File: src/rtl/uart_tx_param.sv
//==============================================================================
// Module   : uart_tx_param
// Purpose  : Parametrised UART transmitter: start bit, LSB-first data,
//            optional parity, one or two stop bits, valid/ready input.
// Option   : `define UART_TX_HOLD_EN adds a one-entry holding register.
// Revision : 1.0  initial release
//==============================================================================
`default_nettype none

module uart_tx_param #(
  parameter int DATA_WIDTH   = 8,
  parameter int CLKS_PER_BIT = 1
) (
  input  logic                  clk,
  input  logic                  rst,
  input  logic [DATA_WIDTH-1:0] p_data,
  input  logic                  data_valid,
  input  logic                  par_en,
  input  logic                  par_typ,
  input  logic                  stop2,
  output logic                  ready,
  output logic                  TX_out,
  output logic                  busy
);

  localparam int c_cnt_w = (CLKS_PER_BIT > 1) ? $clog2(CLKS_PER_BIT) : 1;
  localparam int c_idx_w = $clog2(DATA_WIDTH);
  localparam logic [c_cnt_w-1:0] c_cnt_last = c_cnt_w'(CLKS_PER_BIT - 1);
  localparam logic [c_idx_w-1:0] c_idx_last = c_idx_w'(DATA_WIDTH - 1);

  typedef enum logic [2:0] {
    S_IDLE   = 3'd0,
    S_START  = 3'd1,
    S_DATA   = 3'd2,
    S_PARITY = 3'd3,
    S_STOP   = 3'd4
  } state_t;

  state_t                r_state, w_state_nxt;
  logic [c_cnt_w-1:0]    r_cnt, w_cnt_nxt;
  logic [c_idx_w-1:0]    r_idx, w_idx_nxt;
  logic                  r_stop_second, w_stop_second_nxt;
  logic                  r_tx, w_tx_nxt;
  logic                  w_shift_en;
  logic [DATA_WIDTH-1:0] r_shift;
  logic                  r_par_en;
  logic                  r_par_bit;
  logic                  r_stop2;

  logic                  w_accept;
  logic                  w_bit_end;
  logic                  w_frame_end;
  logic                  w_start_in;
  logic                  w_start_hold;
  logic                  w_start;
  logic [DATA_WIDTH-1:0] w_ld_data;
  logic                  w_ld_par_en;
  logic                  w_ld_par_typ;
  logic                  w_ld_stop2;

  assign w_accept    = data_valid && ready;
  assign w_bit_end   = (r_cnt == c_cnt_last);
  assign w_frame_end = (r_state == S_STOP) && w_bit_end && (!r_stop2 || r_stop_second);
  // A new frame starts from IDLE or straight out of the last stop cycle.
  assign w_start_in  = w_accept && ((r_state == S_IDLE) || w_frame_end);
  assign w_start     = w_start_in || w_start_hold;
  assign busy        = (r_state != S_IDLE);
  assign TX_out      = r_tx;

`ifdef UART_TX_HOLD_EN
  logic                  r_hold_full;
  logic [DATA_WIDTH-1:0] r_hold_data;
  logic                  r_hold_par_en;
  logic                  r_hold_par_typ;
  logic                  r_hold_stop2;
  logic                  w_hold_wr;

  assign ready        = !r_hold_full;
  assign w_start_hold = w_frame_end && r_hold_full;
  assign w_hold_wr    = w_accept && busy && !w_frame_end;
  assign w_ld_data    = w_start_hold ? r_hold_data    : p_data;
  assign w_ld_par_en  = w_start_hold ? r_hold_par_en  : par_en;
  assign w_ld_par_typ = w_start_hold ? r_hold_par_typ : par_typ;
  assign w_ld_stop2   = w_start_hold ? r_hold_stop2   : stop2;

  always_ff @(posedge clk) begin
    if (!rst) begin
      r_hold_full    <= 1'b0;
      r_hold_data    <= '0;
      r_hold_par_en  <= 1'b0;
      r_hold_par_typ <= 1'b0;
      r_hold_stop2   <= 1'b0;
    end else if (w_start_hold) begin
      r_hold_full <= 1'b0;
    end else if (w_hold_wr) begin
      r_hold_full    <= 1'b1;
      r_hold_data    <= p_data;
      r_hold_par_en  <= par_en;
      r_hold_par_typ <= par_typ;
      r_hold_stop2   <= stop2;
    end
  end
`else
  assign ready        = !busy;
  assign w_start_hold = 1'b0;
  assign w_ld_data    = p_data;
  assign w_ld_par_en  = par_en;
  assign w_ld_par_typ = par_typ;
  assign w_ld_stop2   = stop2;
`endif

  always_comb begin
    w_state_nxt       = r_state;
    w_cnt_nxt         = w_bit_end ? '0 : r_cnt + c_cnt_w'(1);
    w_idx_nxt         = r_idx;
    w_stop_second_nxt = r_stop_second;
    w_tx_nxt          = r_tx;
    w_shift_en        = 1'b0;
    case (r_state)
      S_IDLE: begin
        w_cnt_nxt         = '0;
        w_tx_nxt          = 1'b1;
        w_stop_second_nxt = 1'b0;
        if (w_start) begin
          w_state_nxt = S_START;
          w_tx_nxt    = 1'b0;
        end
      end
      S_START: begin
        if (w_bit_end) begin
          w_state_nxt = S_DATA;
          w_idx_nxt   = '0;
          w_tx_nxt    = r_shift[0];
        end
      end
      S_DATA: begin
        if (w_bit_end) begin
          if (r_idx == c_idx_last) begin
            w_stop_second_nxt = 1'b0;
            if (r_par_en) begin
              w_state_nxt = S_PARITY;
              w_tx_nxt    = r_par_bit;
            end else begin
              w_state_nxt = S_STOP;
              w_tx_nxt    = 1'b1;
            end
          end else begin
            // r_shift[0] holds the bit on the line, so [1] is the next one.
            w_idx_nxt  = r_idx + c_idx_w'(1);
            w_tx_nxt   = r_shift[1];
            w_shift_en = 1'b1;
          end
        end
      end
      S_PARITY: begin
        if (w_bit_end) begin
          w_state_nxt       = S_STOP;
          w_tx_nxt          = 1'b1;
          w_stop_second_nxt = 1'b0;
        end
      end
      S_STOP: begin
        if (w_bit_end) begin
          if (r_stop2 && !r_stop_second) begin
            w_stop_second_nxt = 1'b1;
          end else if (w_start) begin
            w_state_nxt       = S_START;
            w_tx_nxt          = 1'b0;
            w_stop_second_nxt = 1'b0;
          end else begin
            w_state_nxt       = S_IDLE;
            w_tx_nxt          = 1'b1;
            w_stop_second_nxt = 1'b0;
          end
        end
      end
      default: begin
        w_state_nxt = S_IDLE;
        w_tx_nxt    = 1'b1;
      end
    endcase
  end

  always_ff @(posedge clk) begin
    if (!rst) begin
      r_state       <= S_IDLE;
      r_cnt         <= '0;
      r_idx         <= '0;
      r_stop_second <= 1'b0;
      r_tx          <= 1'b1;
      r_shift       <= '0;
      r_par_en      <= 1'b0;
      r_par_bit     <= 1'b0;
      r_stop2       <= 1'b0;
    end else begin
      r_state       <= w_state_nxt;
      r_cnt         <= w_cnt_nxt;
      r_idx         <= w_idx_nxt;
      r_stop_second <= w_stop_second_nxt;
      r_tx          <= w_tx_nxt;
      if (w_start) begin
        r_shift   <= w_ld_data;
        r_par_en  <= w_ld_par_en;
        r_par_bit <= (^w_ld_data) ^ w_ld_par_typ;
        r_stop2   <= w_ld_stop2;
      end else if (w_shift_en) begin
        r_shift <= r_shift >> 1;
      end
    end
  end

endmodule

`default_nettype wire

File: config.mk
export PLATFORM = sky130hd
export DESIGN_NAME = uart_tx_param
export DESIGN_NICKNAME = d
export VERILOG_FILES = /design/src/rtl/uart_tx_param.sv
export SDC_FILE = /design/constraint.sdc
export NUM_CORES = 1
export LEC_CHECK = 0
export CAP_MARGIN = 10
export CORE_MARGIN = 4
export CORE_UTILIZATION = 45
export DETAILED_ROUTE_END_ITERATION = 16
export GPL_TIMING_DRIVEN = 0
export PLACE_DENSITY = 0.82
export SETUP_SLACK_MARGIN = 0.1
export SLEW_MARGIN = 25
export SYNTH_ARGS = -nofsm -noshare
export SYNTH_HDL_FRONTEND = slang
export SYNTH_SLANG_ARGS = --single-unit
export TNS_END_PERCENT = 10
File: constraint.sdc
create_clock -name clk -period 1.8 [get_ports clk]
set_input_delay 0.27 -clock clk [delete_from_list [all_inputs] [get_ports clk]]
set_output_delay 0.27 -clock clk [all_outputs]
set_load 0.02 [all_outputs]
Word level (Yosys, flattened, before mapping)

Index checks and enable logic that the tools add are counted.

Equal/unequal tests: 13
Mux-type cells: 34
$add $sub $neg: 2
Reductions and logical operators: 21
Bitwise gates (word level): 3

Operators by type and width:

| operator                                             | count |
|---|---|
| two-way mux 3 bit                                    | 11 |
| two-way mux 1 bit                                    | 17 |
| two-way mux 8 bit                                    | 2 |
| inequality test 2 bit (second input constant)        | 8 |
| one-hot mux 3 bit (5 select lines)                   | 1 |
| AND reduction 5 bit                                  | 2 |
| parity 8 bit                                         | 1 |
| AND reduction 7 bit                                  | 1 |
| equality test 3 x 2 -> 1 bit (second input constant) | 2 |
| equality test 3 bit (second input constant)          | 2 |
| one-hot mux 3 bit (2 select lines)                   | 1 |
| logical AND 1 bit                                    | 5 |
| one-hot mux 1 bit (5 select lines)                   | 1 |
| one-hot mux 1 bit (4 select lines)                   | 1 |
| AND reduction 4 bit                                  | 1 |
| nonzero test 2 bit                                   | 2 |
| nonzero test 4 bit                                   | 1 |
| adder 3 x 1 -> 3 bit (second input constant)         | 1 |
| equality test 3 x 1 -> 1 bit (second input constant) | 1 |
| logical NOT 1 bit                                    | 3 |
| logical NOT 3 bit                                    | 1 |
| nonzero test 3 bit                                   | 1 |
| OR reduction 3 bit                                   | 1 |
| logical OR 1 bit                                     | 2 |
| other kinds (3)                                      | 4 |

Word-level logic and storage cells: 82
Output and inout bits: 3
Register bits after elaboration: 20
Input port bits: 14

Logic depth before layout (Yosys ltp)

Word-level depth: 9
Mapped depth: 7

Least setup slack after synthesis

No wires, ideal clock.

Path kind: flip-flop to flip-flop
From: register r_state[0]
To: register r_tx, in the netlist TX_out
Setup time: 121 ps
Setup slack: -337 ps
Data required time: 1,679 ps
Clock period less this slack: 2,137 ps
Stages on the path, launching flop included: 7
Arrival time: 2,016 ps
Path through: dfxtp_1 -> clkbuf_1 -> nor3_1 -> inv_1 -> a32oi_1 -> and4b_1 -> o21ai_0

Elaborated cells between the ends (all ways): 22

RTL lines:

| what                                   | RTL line | source |
|---|---|---|
| start: declaration                     | 39       | `state_t r_state, w_state_nxt;` |
| start signal: assignment               | 196      | `r_state <= w_state_nxt;` |
| nonzero test 3 bit (*)                 | 67       | `assign busy = (r_state != S_IDLE);` |
| logical NOT 1 bit (*)                  | 104      | `assign ready = !busy;` |
| named net ready                        | 21       | `output logic ready,` |
| logical AND 1 bit (*)                  | 61       | `assign w_accept = data_valid && ready;` |
| logical AND 1 bit (*)                  | 65       | `assign w_start_in = w_accept && ((r_state == S_IDLE) \|\| w_frame_end);` |
| two-way mux 1 bit (*)                  | 124, 166 |  |
| two-way mux 1 bit                      | 164      | `if (r_stop2 && !r_stop_second) begin` |
| two-way mux 1 bit                      | 163      | `if (w_bit_end) begin` |
| one-hot mux 1 bit (5 select lines) (*) | 119      | `case (r_state)` |
| end signal: assignment                 | 200      | `r_tx <= w_tx_nxt;` |
| end: declaration                       | 43       | `logic r_tx, w_tx_nxt;` |

Mark *: on every way through the listed nets, which the timed path passes. The rest lies on a longest branch. The select of a mux whose other input is x is not followed.
A chain may end at the register's enable or synchronous reset.

Worst setup path after layout

From: register r_idx[1]
To: register r_idx[2]

Longest elaborated chain between the ends: 4
Elaborated cells between the ends (all ways): 7

RTL lines:

| what                               | RTL line | source |
|---|---|---|
| start: declaration                 | 41       | `logic [c_idx_w-1:0] r_idx, w_idx_nxt;` |
| start signal: assignment           | 198      | `r_idx <= w_idx_nxt;` |
| adder 3 x 1 -> 3 bit               | 149      | `w_idx_nxt = r_idx + c_idx_w'(1);` |
| two-way mux 3 bit                  | 138      | `if (r_idx == c_idx_last) begin` |
| two-way mux 3 bit                  | 137      | `if (w_bit_end) begin` |
| one-hot mux 3 bit (2 select lines) | 119      |  |

Parallel ways exist; a longest one is shown, timed or not. The select of a mux whose other input is x is not followed.

==> reports/results.ini <==
[clocking]
clkSinkCount = 20
clockBufferDepth = 2
cts_hold_buf = 0
cts_tree = yes
clk_latency_ns = 0.30
htree_levels = 1
clockRootBuffer = clkbuf_4
clk_pin_slew_worst_paths_ns = 0.11
numCtsBuffers = 3

[power_and_ir_drop]
power.leakage_nw = 0.5323
finalPower_mw = 1.303
clock_power_share_pct = 19.8
netSwitchingFraction_pct = 33.61
powerDensity_nw_per_um2 = 909.5
ir_worst_vdd_mv = 0.7382
p_comb_share_pct = 38.1
internal-power_mw = 0.8651
p_seq_share_pct = 42.1
switchingPower_mw = 0.4379

[setup_path]
worstPathCellList = ha_4 -> ha_4 -> or3b_1 -> a211o_1 -> or3_4 -> a21oi_2
cp_slowest_cell = or3_4
cp-end-kind = flop
worst_setup_path_start_kind = flop
path_max_fanout = 4
critPathKind = flop to flop
rr_endpoint = r_idx[2]$_SDFFE_PN0P_
crit_top_cell = ha_4
r2r-start = r_idx[1]$_SDFFE_PN0P_
cp.arrival_ns = 2.16
crit_path_end = r_idx[2]$_SDFFE_PN0P_
crit_required_ns = 2.04
worstSetupStartpoint = r_idx[1]$_SDFFE_PN0P_
max_stage_delay_ns = 0.40
reg2reg_depth = 6
ff2ff_setup_slack_ns = -0.12

[global_routing]
antenna_found_initial = 0
grt_max_degree = 12
grt_pass1_wl_um = 4457
grt_usage_pct = 17.34
grt_overflow = 0
grt_pass1_vias = 960

[min_path]
holdCritPathClass = flop to flop

[detailed_routing]
drt-pass1-iter-count = 4
wl_um = 2656
route.detailed.drc = 0
wl_per_cell_um = 14.84
drt_iter0_drc = 42
via_per_inst = 5.715
num_vias = 1023
antenna_left = 0

[placed_design]
dp_cells = 171
dp_hpwl_um = 1776
place_ws_ns = -0.2049
io_buffers = 16
place_congestion = 0.8481

[die]
pin_count = 17
core_area_um2 = 2255
rows = 17
die_w_um = 57.10
die-area_um2 = 3260
die_h_um = 57.10
start_util_pct = 48.11

[logic_synthesis]
yosys_warnings = 0
synthesis.nets = 143
synth_top_area_share_pct = 36.91
synth_area_leaders = dfxtp_1 37%, mux2i_1 8.3%, nor2_1 5.2%
syn_avg_cell_area_um2 = 8.542
ys_seq_area_share_pct = 36.91
synth-seq-cells = 20
synthCells = 127
synth_cell_type_count = 35
yosysTopAreaCell = dfxtp_1
synth_area_um2 = 1085

[status]
violations = setup timing
status = finished with violations

[sta]
holdWs_ns = 0.4827
setup_violations = 3
fin_crit_sh_pct = 106.7
min_period_ns = 1.920
hold_viol_final = 0
fin_setup_tns_ns = -0.2986
finalWorstSetupSlack_ns = -0.1198
fin_skew_ns = 0.001864
rsz0062_at_grt = yes
maxSlewViolCount = 0
timing.fmax_ghz = 0.5209

[final_layout]
layout.cells.non_filler = 179
diodes = 0
final_nets = 168
area_growth_pct = 32.06
post_route_cells_drive_above_1_share_pct = 18.54

[job]
drv_cap = 0

==> sequential cells by signal (all words and copies together), names as in the netlist <==
signal	cells
r_shift	8
r_idx	3
r_state	3
TX_out	1
r_stop2	1
r_par_bit	1
r_par_en	1
r_cnt	1
r_stop_second	1
==> power by group through the flow <==
stage,Clock [mW],Sequential [mW],Combinational (mW)
6_report,0.258,0.548,0.496
3_3_place_gp,0,0.550,0.438
5_1_grt,0.290,0.557,0.544
3_5_place_dp,0,0.553,0.453
4_1_cts,0.262,0.547,0.472
2_1_floorplan,0,0.549,0.317
==> cells in the mapped netlist, drive strengths merged <==
cell / number
nor2b: 1
nand3: 1
or3b: 1
o22ai: 1
o21a: 1
inv: 7
nand3b: 2
nand2: 8
a21oi: 9
xor2: 2
xnor2: 3
mux2i: 9
nand4b: 1
a211oi: 7
nor3: 3
nand2b: 5
nor3b: 2
a31o: 1
o2111ai: 2
nor4b: 2
o21ai: 3
xnor3: 1
conb: 1
a32oi: 1
and4b: 1
buf: 2
or3: 3
clkinv: 1
ha: 2
nor2: 15
a211o: 3
o22a: 1
clkbuf: 5
dfxtp: 20
==> timing repair <==
item,CTS,global route
gates resized for setup,15,8
setup buffers,3,1
pin swaps,4,2
setup endpoints to repair,19,13
==> metrics by stage <==
stage	instance area (um^2)	util [%]
detailed placement	1306	57.94
CTS	1403	62.21
global placement	1306	57.94
finish	1433	63.54
floorplan	1111	-
global route	1433	63.54
==> worst min path at each step <==
stage,start,end,slack [ns],depth (start not counted)
finish,r_shift[7]$_SDFFE_PN0P_,r_shift[7]$_SDFFE_PN0P_,0.48,2
global route,r_idx[1]$_SDFFE_PN0P_,r_idx[1]$_SDFFE_PN0P_,0.51,2
CTS,r_shift[7]$_SDFFE_PN0P_,r_shift[7]$_SDFFE_PN0P_,0.49,2
detailed placement,r_idx[1]$_SDFFE_PN0P_,r_idx[1]$_SDFFE_PN0P_,0.47,2
global placement,r_idx[1]$_SDFFE_PN0P_,r_idx[1]$_SDFFE_PN0P_,0.45,2
floorplan,rst,TX_out$_SDFFE_PN1P_,0.35,1
==> layout by cell type (no fill, tap or decap), types with 2 or more instances in the layout <==
master,synthesis,layout
a211oi_1,7,7
nor2_1,15,14
o21ai_0,3,3
ha_4,0,2
xnor2_1,3,3
dfxtp_1,20,17
nand2b_1,5,5
nor3_1,3,2
o2111ai_1,2,2
nand3b_1,2,2
buf_4,0,5
inv_1,7,7
nor3b_1,2,2
clkbuf_4,0,4
clkbuf_2,0,2
a21oi_2,0,2
dfxtp_2,0,3
clkbuf_1,5,2
or3_1,3,2
a211o_1,3,3
xor2_1,2,2
mux2i_1,9,9
clkdlybuf4s50_1,0,14
nand2_1,8,8
a21oi_1,9,7
==> critical path, delay by kind of cell, from the launching register on <==
kind	cells	cell delay [ns]
AND/OR/NAND/NOR	2	0.75
flip-flops	1	0.36
adder cells (fa/ha/maj)	2	0.32
AO/OA/AOI/OAI	2	0.43
==> final cells by class <==
class	instances	area [um^2]
Sequential cell	20	404.1
Tap cell	28	35.03
Timing Repair Buffer	20	183.9
Fill cell	198	822.0
Multi-Input combinational cell	92	699.4
Clock buffer	4	36.28
Buffer	7	43.79
Inverter	8	30.03
==> per-layer routing <==
metal	vias to the layer above	track usage [%]	wire (um)
met4	0	4.967	76
li1	499	-	-
met1	475	21.84	1085
met3	9	5.204	196
met2	40	28.71	1298
met5	-	0	0
==> logic make-up (layout without fill, tap and decap cells) <==
family | after synthesis | in the layout | synth area share (%)
compound gates | 29 | 29 | 18.11
xor+xnor | 6 | 6 | 6.114
fa+ha+maj | 2 | 2 | 2.306
buf+inv | 15 | 39 | 5.421
flops | 20 | 20 | 36.91
mux | 9 | 9 | 8.305
other cells | 1 | 1 | 0.3457
simple gates | 45 | 45 | 22.49
Note: power is estimated with default switching activity, not from simulation.
